### config.mk
export PLATFORM = sky130hd
export DESIGN_NAME = rand_arbiter_flat
export DESIGN_NICKNAME = d
export VERILOG_FILES = /design/src/rtl/hpu_rng_pkg.sv /design/src/rtl/rand_arbiter_if.sv /design/src/rtl/rand_arbiter_xorshift.sv /design/src/rtl/rand_arbiter.sv /design/src/flat_wrapper.sv
export SDC_FILE = /design/constraint.sdc
export NUM_CORES = 1
export LEC_CHECK = 0
export BUFFER_PORTS_ARGS = -buffer_cell sky130_fd_sc_hd__buf_2
export CORE_ASPECT_RATIO = 0.5
export CORE_MARGIN = 3
export CORE_UTILIZATION = 35
export DETAILED_ROUTE_END_ITERATION = 6
export MAX_ROUTING_LAYER = met4
export SLEW_MARGIN = 20
export SYNTH_ARGS = -nofsm -noshare
export SYNTH_HDL_FRONTEND = slang
export SYNTH_SLANG_ARGS = --single-unit
export TNS_END_PERCENT = 20
### constraint.sdc
create_clock -name clk -period 4.52 [get_ports clk]
set_input_delay 0.452 -clock clk [delete_from_list [all_inputs] [get_ports clk]]
set_output_delay 0.452 -clock clk [all_outputs]
set_load 0.01 [all_outputs]
### src/rtl/hpu_rng_pkg.sv
// Shared definitions for the HPU random-number path.
//   RAND_W   : width of one generator value
//   MAX_REQ  : largest supported requester count (sizes the search function)
//   state_e  : arbiter sequencing states
//   rr_pick  : round-robin first-set search starting at a pointer
package hpu_rng_pkg;

    localparam int RAND_W  = 32;
    localparam int MAX_REQ = 16;
    localparam int IDX_W   = 4;

    typedef enum logic [1:0] {
        SEED = 2'd0,
        WARM = 2'd1,
        RUN  = 2'd2
    } state_e;

    typedef struct packed {
        logic             valid;
        logic [IDX_W-1:0] idx;
    } rr_pick_t;

    // Scan n requesters starting at ptr, ascending with wrap; first set bit wins.
    // Bits at or above n are never examined.
    function automatic rr_pick_t rr_pick(input logic [MAX_REQ-1:0] req,
                                         input logic [IDX_W-1:0]   ptr,
                                         input int unsigned        n);
        rr_pick_t    r;
        int unsigned j;
        r.valid = 1'b0;
        r.idx   = '0;
        for (int unsigned k = 0; k < MAX_REQ; k++) begin
            j = (32'(ptr) + k) % n;
            if (k < n && !r.valid && req[j[IDX_W-1:0]]) begin
                r.valid = 1'b1;
                r.idx   = j[IDX_W-1:0];
            end
        end
        return r;
    endfunction

endpackage

### src/rtl/rand_arbiter_if.sv
// Requester-side bus of the random arbiter.
//   reseed    : single-cycle seed reload request
//   req       : per-requester level request, held until granted
//   gnt       : one-hot grant (combinational from req and arbiter state)
//   rand_data : value delivered with the grant
//   busy      : arbiter is seeding or warming up
//   issue_cnt : values granted since the last seed load
// master = requester side, slave = arbiter side.
interface rand_arbiter_if #(
    parameter int NUM_REQ = 4,
    parameter int CNT_W   = 32
);
    import hpu_rng_pkg::*;

    logic                reseed;
    logic [NUM_REQ-1:0]  req;
    logic [NUM_REQ-1:0]  gnt;
    logic [RAND_W-1:0]   rand_data;
    logic                busy;
    logic [CNT_W-1:0]    issue_cnt;

    modport master (
        output reseed, req,
        input  gnt, rand_data, busy, issue_cnt
    );

    modport slave (
        input  reseed, req,
        output gnt, rand_data, busy, issue_cnt
    );

endinterface

### src/rtl/rand_arbiter_xorshift.sv
// xorshift128 generator (Marsaglia). The output is the w word.
//   clk   : clock
//   rst_n : asynchronous active-low reset, loads the seed
//   load  : reload the seed at this edge (has priority over gen)
//   gen   : advance one step at this edge
//   value : current output, unregistered view of the w word
module rand_arbiter_xorshift
    import hpu_rng_pkg::*;
(
    input  logic              clk,
    input  logic              rst_n,
    input  logic              load,
    input  logic              gen,
    output logic [RAND_W-1:0] value
);

    localparam logic [31:0] SEED_X = 32'd123456789;
    localparam logic [31:0] SEED_Y = 32'd362436069;
    localparam logic [31:0] SEED_Z = 32'd521288629;
    localparam logic [31:0] SEED_W = 32'd88675123;

    logic [31:0] x_reg, y_reg, z_reg, w_reg;
    logic [31:0] t_mix;
    logic [31:0] w_next;

    always_comb begin
        t_mix  = x_reg ^ (x_reg << 11);
        w_next = w_reg ^ (w_reg >> 19) ^ t_mix ^ (t_mix >> 8);
    end

    always_ff @(posedge clk or negedge rst_n) begin
        if (!rst_n) begin
            x_reg <= SEED_X;
            y_reg <= SEED_Y;
            z_reg <= SEED_Z;
            w_reg <= SEED_W;
        end else if (load) begin
            x_reg <= SEED_X;
            y_reg <= SEED_Y;
            z_reg <= SEED_Z;
            w_reg <= SEED_W;
        end else if (gen) begin
            x_reg <= y_reg;
            y_reg <= z_reg;
            z_reg <= w_reg;
            w_reg <= w_next;
        end
    end

    assign value = w_reg;

endmodule

### src/rtl/rand_arbiter.sv
// Round-robin arbiter sharing one xorshift stream among NUM_REQ requesters.
// The generator only advances when a value is granted, so every value is
// delivered exactly once.
//   clk   : system clock
//   rst_n : asynchronous active-low reset
//   bus   : requester bus (reseed, req, gnt, rand_data, busy, issue_cnt)
// Parameters: NUM_REQ (2..16), WARMUP discarded steps after each seed load
// (0..255), CNT_W issued-value counter width.
module rand_arbiter
    import hpu_rng_pkg::*;
#(
    parameter int NUM_REQ = 4,
    parameter int WARMUP  = 0,
    parameter int CNT_W   = 32
)(
    input  logic           clk,
    input  logic           rst_n,
    rand_arbiter_if.slave  bus
);

    localparam logic [1:0] ST_SEED   = SEED;
    localparam logic [1:0] ST_WARM   = WARM;
    localparam logic [1:0] ST_RUN    = RUN;
    localparam int         WARM_LAST = (WARMUP > 0) ? WARMUP - 1 : 0;

    logic [1:0]         state_reg,     state_next;
    logic [IDX_W-1:0]   rr_ptr_reg,    rr_ptr_next;
    logic [7:0]         warm_cnt_reg,  warm_cnt_next;
    logic [CNT_W-1:0]   issue_cnt_reg, issue_cnt_next;

    logic [MAX_REQ-1:0] req_ext;
    rr_pick_t           pick;
    logic               grant_any;
    logic               gen;
    logic               load;
    logic [NUM_REQ-1:0] gnt_vec;
    logic [RAND_W-1:0]  gen_value;

    // Widen req to the search function's fixed width; upper bits stay clear
    // so the search can never land outside the requester range.
    always_comb begin
        req_ext               = '0;
        req_ext[NUM_REQ-1:0]  = bus.req;
    end

    assign pick = rr_pick(req_ext, rr_ptr_reg, NUM_REQ);

    // reseed suppresses granting in the cycle it is seen.
    assign grant_any = (state_reg == ST_RUN) && !bus.reseed && pick.valid;

    generate
        for (genvar gi = 0; gi < NUM_REQ; gi++) begin : g_gnt
            assign gnt_vec[gi] = grant_any && (pick.idx == IDX_W'(gi));
        end
    endgenerate

    // The seed is loaded on every edge spent in SEED, including a SEED
    // cycle that sees another reseed.
    assign load = (state_reg == ST_SEED);

    always_comb begin
        state_next     = state_reg;
        rr_ptr_next    = rr_ptr_reg;
        warm_cnt_next  = warm_cnt_reg;
        issue_cnt_next = issue_cnt_reg;
        gen            = 1'b0;
        if (bus.reseed) begin
            state_next = ST_SEED;
        end else begin
            case (state_reg)
                ST_SEED: begin
                    warm_cnt_next  = '0;
                    issue_cnt_next = '0;
                    state_next     = (WARMUP > 0) ? ST_WARM : ST_RUN;
                end
                ST_WARM: begin
                    gen           = 1'b1;
                    warm_cnt_next = warm_cnt_reg + 8'd1;
                    if (warm_cnt_reg == 8'(WARM_LAST)) begin
                        state_next = ST_RUN;
                    end
                end
                ST_RUN: begin
                    if (grant_any) begin
                        gen            = 1'b1;
                        issue_cnt_next = issue_cnt_reg + 1'b1;
                        rr_ptr_next    = (pick.idx == IDX_W'(NUM_REQ - 1)) ?
                                         '0 : pick.idx + 1'b1;
                    end
                end
                default: begin
                    state_next = ST_SEED;
                end
            endcase
        end
    end

    always_ff @(posedge clk or negedge rst_n) begin
        if (!rst_n) begin
            state_reg     <= ST_SEED;
            rr_ptr_reg    <= '0;
            warm_cnt_reg  <= '0;
            issue_cnt_reg <= '0;
        end else begin
            state_reg     <= state_next;
            rr_ptr_reg    <= rr_ptr_next;
            warm_cnt_reg  <= warm_cnt_next;
            issue_cnt_reg <= issue_cnt_next;
        end
    end

    rand_arbiter_xorshift u_gen (
        .clk   (clk),
        .rst_n (rst_n),
        .load  (load),
        .gen   (gen),
        .value (gen_value)
    );

    assign bus.gnt       = gnt_vec;
    assign bus.rand_data = gen_value;
    assign bus.busy      = (state_reg != ST_RUN);
    assign bus.issue_cnt = issue_cnt_reg;

endmodule

### src/flat_wrapper.sv
// flat-port wrapper written by rule: the top's interface ports become plain ports
module rand_arbiter_flat import hpu_rng_pkg::*;
#(
    parameter int NUM_REQ = 4,
    parameter int WARMUP  = 0,
    parameter int CNT_W   = 32
)
  (clk, rst_n, bus_reseed, bus_req, bus_gnt, bus_rand_data, bus_busy, bus_issue_cnt);
  rand_arbiter_if #(.NUM_REQ(NUM_REQ), .CNT_W(CNT_W)) bus_i ();
  input  logic clk;
  input  logic rst_n;
  input wire logic [$bits(bus_i.reseed)-1:0] bus_reseed;
  input wire logic [$bits(bus_i.req)-1:0] bus_req;
  output wire logic [$bits(bus_i.gnt)-1:0] bus_gnt;
  output wire logic [$bits(bus_i.rand_data)-1:0] bus_rand_data;
  output wire logic [$bits(bus_i.busy)-1:0] bus_busy;
  output wire logic [$bits(bus_i.issue_cnt)-1:0] bus_issue_cnt;
  assign bus_i.reseed = bus_reseed;
  assign bus_i.req = bus_req;
  assign bus_gnt = bus_i.gnt;
  assign bus_rand_data = bus_i.rand_data;
  assign bus_busy = bus_i.busy;
  assign bus_issue_cnt = bus_i.issue_cnt;
  rand_arbiter #(.NUM_REQ(NUM_REQ), .WARMUP(WARMUP), .CNT_W(CNT_W)) u_core (.clk(clk), .rst_n(rst_n), .bus(bus_i));
endmodule
# Word level (Yosys, flattened, before mapping)
# Cells that the tools add are included.
[word_totals] regBits=172 in_bits=7 word_cells=85
[classes] addsub=6 n_lt_le_gt_ge=4 eq_ne=9 n_mux=30 bitwise_logic=5 n_reduce_logical=23
[op_table] operator="2-to-1 mux 32 bit" count=9
[op_table] operator="case mux 32 bit (2 select lines)" count=1
[op_table] operator="bitwise XOR 32 bit" count=2
[op_table] operator="adder 32 x 1 -> 32 bit (second input constant)" count=1
[op_table] operator="bitwise XOR 32 x 13 -> 32 bit" count=1
[op_table] operator="bitwise XOR 32 x 24 -> 32 bit" count=1
[op_table] operator="less-than comparator 2 x 5 -> 1 bit (second input constant)" count=4
[op_table] operator="2-to-1 mux 5 bit" count=4
[op_table] operator="case mux 8 bit (2 select lines)" count=1
[op_table] operator="logical AND 1 bit" count=9
[op_table] operator="adder 8 x 1 -> 8 bit (second input constant)" count=1
[op_table] operator="binary-select mux 1 bit (select 2 bit)" count=4
[op_table] operator="== test 4 x 2 -> 1 bit (second input constant)" count=2
[op_table] operator="zero test 8 bit" count=1
[op_table] operator="2-to-1 mux 1 bit" count=6
[op_table] operator="2-to-1 mux 2 bit" count=3
[op_table] operator="case mux 2 bit (3 select lines)" count=1
[op_table] operator="AND reduction 3 bit" count=2
[op_table] operator="nonzero test 2 bit" count=3
[op_table] operator="adder 2 x 1 -> 2 bit (second input constant)" count=2
[op_table] operator="adder 2 bit (second input constant)" count=2
[op_table] operator="== test 4 x 1 -> 1 bit (second input constant)" count=1
[op_table] operator="zero test 1 bit" count=4
[op_table] operator="zero test 4 bit" count=1
[op_table] operator="other kinds (9)" count=11

# Longest topological paths before layout
[depth] ltp_word=18 mapped_depth=8 ltp_nobuf=6

# By module
# A second synthesis with hierarchy kept.
[hier_totals] cells_unflattened=743 hier_area_um2=7873.8
[modules_own_cells] mod="rand_arbiter_xorshift" instances=1 cells_per_inst=509 area_per_inst_um2=5863.1 seq_area_each_um2=3279.4
[modules_own_cells] mod="rand_arbiter" instances=1 cells_per_inst=234 area_per_inst_um2=2010.7 seq_area_each_um2=875.8

# Worst setup path before layout
# No wires, ideal clock.
[synth_path] kind="input to output" from="input bus_req[0]" to="output bus_gnt[0]" arrival_time_ns=1.656 t_required_ns=4.068 slack_ns=2.412 path_stages=5 n_path_buf=2 cell_sequence="nor4_2 -> nor3_1 -> clkbuf_1 -> clkbuf_1 -> and2_1"
[synth_between] elab_chain_cells=14 elab_cells_between_ends=21 cone_classes="12 x mux; 9 x reduce/logical"
[synth_rtl] element="start, declared" line="flat_wrapper.sv:13" source="input wire logic [$bits(bus_i.req)-1:0] bus_req;"
[synth_rtl] element="binary-select mux 1 bit (select 2 bit)" line="hpu_rng_pkg.sv:34" source="if (k < n && !r.valid && req[j[IDX_W-1:0]]) begin"
[synth_rtl] element="2-to-1 mux 1 bit (not written as such)" line="hpu_rng_pkg.sv:34"
[synth_rtl] element="2-to-1 mux 5 bit" line="hpu_rng_pkg.sv:34"
[synth_rtl] element="zero test 1 bit" line="hpu_rng_pkg.sv:34"
[synth_rtl] element="logical AND 1 bit" line="hpu_rng_pkg.sv:34"
[synth_rtl] element="2-to-1 mux 5 bit" line="hpu_rng_pkg.sv:34"
[synth_rtl] element="zero test 1 bit" line="hpu_rng_pkg.sv:34"
[synth_rtl] element="logical AND 1 bit" line="hpu_rng_pkg.sv:34"
[synth_rtl] element="2-to-1 mux 5 bit" line="hpu_rng_pkg.sv:34"
[synth_rtl] element="zero test 1 bit" line="hpu_rng_pkg.sv:34"
[synth_rtl] element="logical AND 1 bit" line="hpu_rng_pkg.sv:34"
[synth_rtl] element="2-to-1 mux 5 bit (*)" line="hpu_rng_pkg.sv:34"
[synth_rtl] element="zero test 4 bit or logical AND 1 bit (tied branches)" line="rand_arbiter.sv:53, rand_arbiter.sv:49"
[synth_rtl] element="logical AND 1 bit (*)" line="rand_arbiter.sv:53" source="assign gnt_vec[gi] = grant_any && (pick.idx == IDX_W'(gi));"
[synth_rtl] element="end, declared" line="flat_wrapper.sv:14" source="output wire logic [$bits(bus_i.gnt)-1:0] bus_gnt;"
# Mark *: on every way between the ends. The rest lies on a longest branch, timed or not. The select of a mux whose other input is x is not followed.

# Final worst setup path
[layout_path] from="register u_core.rr_ptr_reg[1]" to="output bus_gnt[2]"
[layout_between] elab_chain_cells=14 elab_cells_between_ends=24 cone_classes="3 x add/sub; 1 x eq/ne; 12 x mux; 8 x reduce/logical"
[layout_rtl] element="start, declared" line="rand_arbiter.sv:27" source="logic [IDX_W-1:0] rr_ptr_reg, rr_ptr_next;"
[layout_rtl] element="start signal, assigned" line="rand_arbiter.sv:106" source="rr_ptr_reg <= rr_ptr_next;"
[layout_rtl] element="branches (longest 11 deep; another with adder 2 x 1 -> 2 bit)"
[layout_rtl] element="2-to-1 mux 5 bit (*)" line="hpu_rng_pkg.sv:34"
[layout_rtl] element="== test 4 x 2 -> 1 bit or logical AND 1 bit (tied branches)" line="rand_arbiter.sv:53, rand_arbiter.sv:49"
[layout_rtl] element="logical AND 1 bit (*)" line="rand_arbiter.sv:53"
# Every way passes the cells marked *. The select of a mux whose other input is x is not followed.

==> results_dict.tcl <==
set metrics [dict create \
    gp_congestion 0.781 \
    finalMaxSlewViolations 0 \
    power_density_mw_per_mm2 408 \
    syn-num-nets 876 \
    yosys.cell_types.count 51 \
    synth-seq-cells 163 \
    die-area_mm2 0.0249 \
    viasPerCell 5.18 \
    grt_pass1_wl_um 32700 \
    leakage_uw 0.00394 \
    dr.pass1.iters 5 \
    num_rows 38 \
    die_w_um 220 \
    synth_seq_area_share 0.518 \
    cts-htree-levels 4 \
    io_buffers 75 \
    status "complete, no violations" \
    worstPathMaxFanout 6 \
    cts_setup_buffers 0 \
    grt_max_degree 95 \
    final.min_clock_period_ns 2.66 \
    arrival_ns 2.21 \
    layout_common_cells "226 x nand2_1, 101 x dfrtp_1, 77 x nand3_1" \
    syn_inst 864 \
    io_pins 76 \
    fmax_mhz 375 \
    finalSetupTns_ns 0 \
    finalSetupViolations 0 \
    initial_core_util 0.364 \
    crit_required_ns 4.07 \
    grt_usage 0.168 \
    die_y_um 113 \
    clk_latency_ns 0.43 \
    detailed_place_hpwl_um 12200 \
    finalHoldViolCount 0 \
    end_kind "output port" \
    drtAntennaViolNets 0 \
    crit_type "register to output port" \
    cts_buffers 17 \
    nets 921 \
    dominantRegCellSynth "dfrtp_1" \
    clkTransAtPathRegs_ns 0.07 \
    ys_warn_count 0 \
    cts_resized 0 \
    hold_path_class "input port to asynchronous set/reset pin" \
    antenna_found_initial 0 \
    final_util 0.418 \
    core_area_mm2 0.0221 \
    first_iter_violations 582 \
    cts.sinks 163 \
    ir_drop_mv 0.264 \
    start_kind "register" \
    n_antenna_cell 0 \
    num_vias 6324 \
    async_reset_ff_frac 1.00 \
    drt_wl_total_um 19600 \
    tightestPinTransition_ns 0.912 \
    cts_hold_buffers 0 \
    clockBufferDepth 2 \
    total_power_uw 3770 \
    grt_setup_unrepaired "no" \
    cap_violations 0 \
    cts_root_buffer "clkbuf_16" \
    cts_tree "yes" \
    gr-total-overflow 0 \
    final.period_utilization 0.589 \
    syn_avg_cell_area_um2 9.28 \
    synth_edf_count 0 \
    first_global_vias 6125 \
    route.detailed.drc 0 \
    clock_skew_ns 0.00775 \
    rrSetupSlack_ns 2.26 \
    drive_gt1_frac 0.209 \
    syn_area_mm2 0.00802 \
    wl_per_cell_um 16.1 \
    final_common_cell "nand2_1" \
    relSlewSlack 0.392 \
    area_growth_pct 15.1 \
]
-- through the flow --
step                std cells  cell area (µm²)  hold slack (ns)  setup slack (ns)
detailed placement       1190             8620            0.474              1.81
global route             1222             9230            0.187              1.65
global placement         1190             8620            0.468              1.85
floorplan                 864             8020            0.156              2.41
finish                   1222             9230           0.0882              1.86
CTS                      1222             9230            0.139              1.83
-- cell type report --
type,instances,area [µm²]
fill,2161,12800
sequential,163,4160
multi-input combinational,635,3580
timing repair buffer,83,467
clock buffer,22,464
tap,300,375
clock inverter,10,149
inverter,9,33.8
-- critical path, stage by stage, from the launching register on --
cell	delay [ns]
dfrtp_1	0.44
mux2i_1	0.20
nor2_1	0.05
nor3_1	0.48
inv_1	0.14
ha_1	0.22
and2_1	0.13
buf_2	0.13
-- path summary, 6_finish.rpt --
check,cells past startpoint,start,endpoint
setup / recovery,7,u_core.rr_ptr_reg[1]$_DFFE_PN0P_,bus_gnt[2]
hold / removal,1,rst_n,u_core.u_gen.value[27]$_DFFE_PN0P_
setup reg to reg,4,u_core.state_reg[1]$_DFFE_PN0P_,u_core.bus.issue_cnt[11]$_DFFE_PN0P_
hold reg to reg,2,u_core.u_gen.y_reg[19]$_DFFE_PN1P_,u_core.u_gen.x_reg[19]$_DFFE_PN1P_
max in group asynchronous,2,rst_n,u_core.u_gen.y_reg[19]$_DFFE_PN1P_
min in group clk,2,u_core.u_gen.y_reg[19]$_DFFE_PN1P_,u_core.u_gen.x_reg[19]$_DFFE_PN1P_
-- power breakdown --
group	leakage (µW)	internal, µW	switching (µW)
combinational	0.00162	224	317
clock	0.000297	907	611
sequential	0.00202	1600	106
total	0.00394	2740	1030
-- routing by layer --
layer | global-route usage | share of wire | wire [µm] | vias up
met2 | 0.261 | 0.48 | 9370 | 116
met5 | - | 0 | 0 | -
li1 | - | - | - | 3051
met1 | 0.226 | 0.47 | 9300 | 3143
met4 | 0.0424 | 0.0072 | 141 | 0
met3 | 0.0349 | 0.042 | 821 | 14
-- Yosys cell counts (6+ instances only) --
cell / n / area share
a31oi_1: 11 / 0.0086
xnor2_1: 59 / 0.064
clkbuf_1: 34 / 0.016
dfrtp_1: 102 / 0.32
or4_1: 6 / 0.0056
or2_2: 7 / 0.0055
a21oi_1: 73 / 0.046
mux2i_1: 13 / 0.016
and2_1: 7 / 0.0055
nand2_1: 226 / 0.11
o21ai_0: 31 / 0.019
nor4_1: 6 / 0.0047
buf_2: 15 / 0.0094
nor2_1: 13 / 0.0061
or3_1: 20 / 0.016
dfstp_2: 61 / 0.20
nor3_1: 21 / 0.013
inv_1: 8 / 0.0037
nand3_1: 77 / 0.048
nand4_1: 10 / 0.0078
-- cell families after synthesis --
logic type | count (synthesis) | synth area share
mux | 13 | 0.0162
buf+inv | 66 | 0.0384
compound gates | 139 | 0.0994
simple gates | 414 | 0.242
xor+xnor | 64 | 0.0786
flops | 163 | 0.518
fa+ha+maj | 5 | 0.00780
No activity file was read; power rests on OpenSTA's default activity.
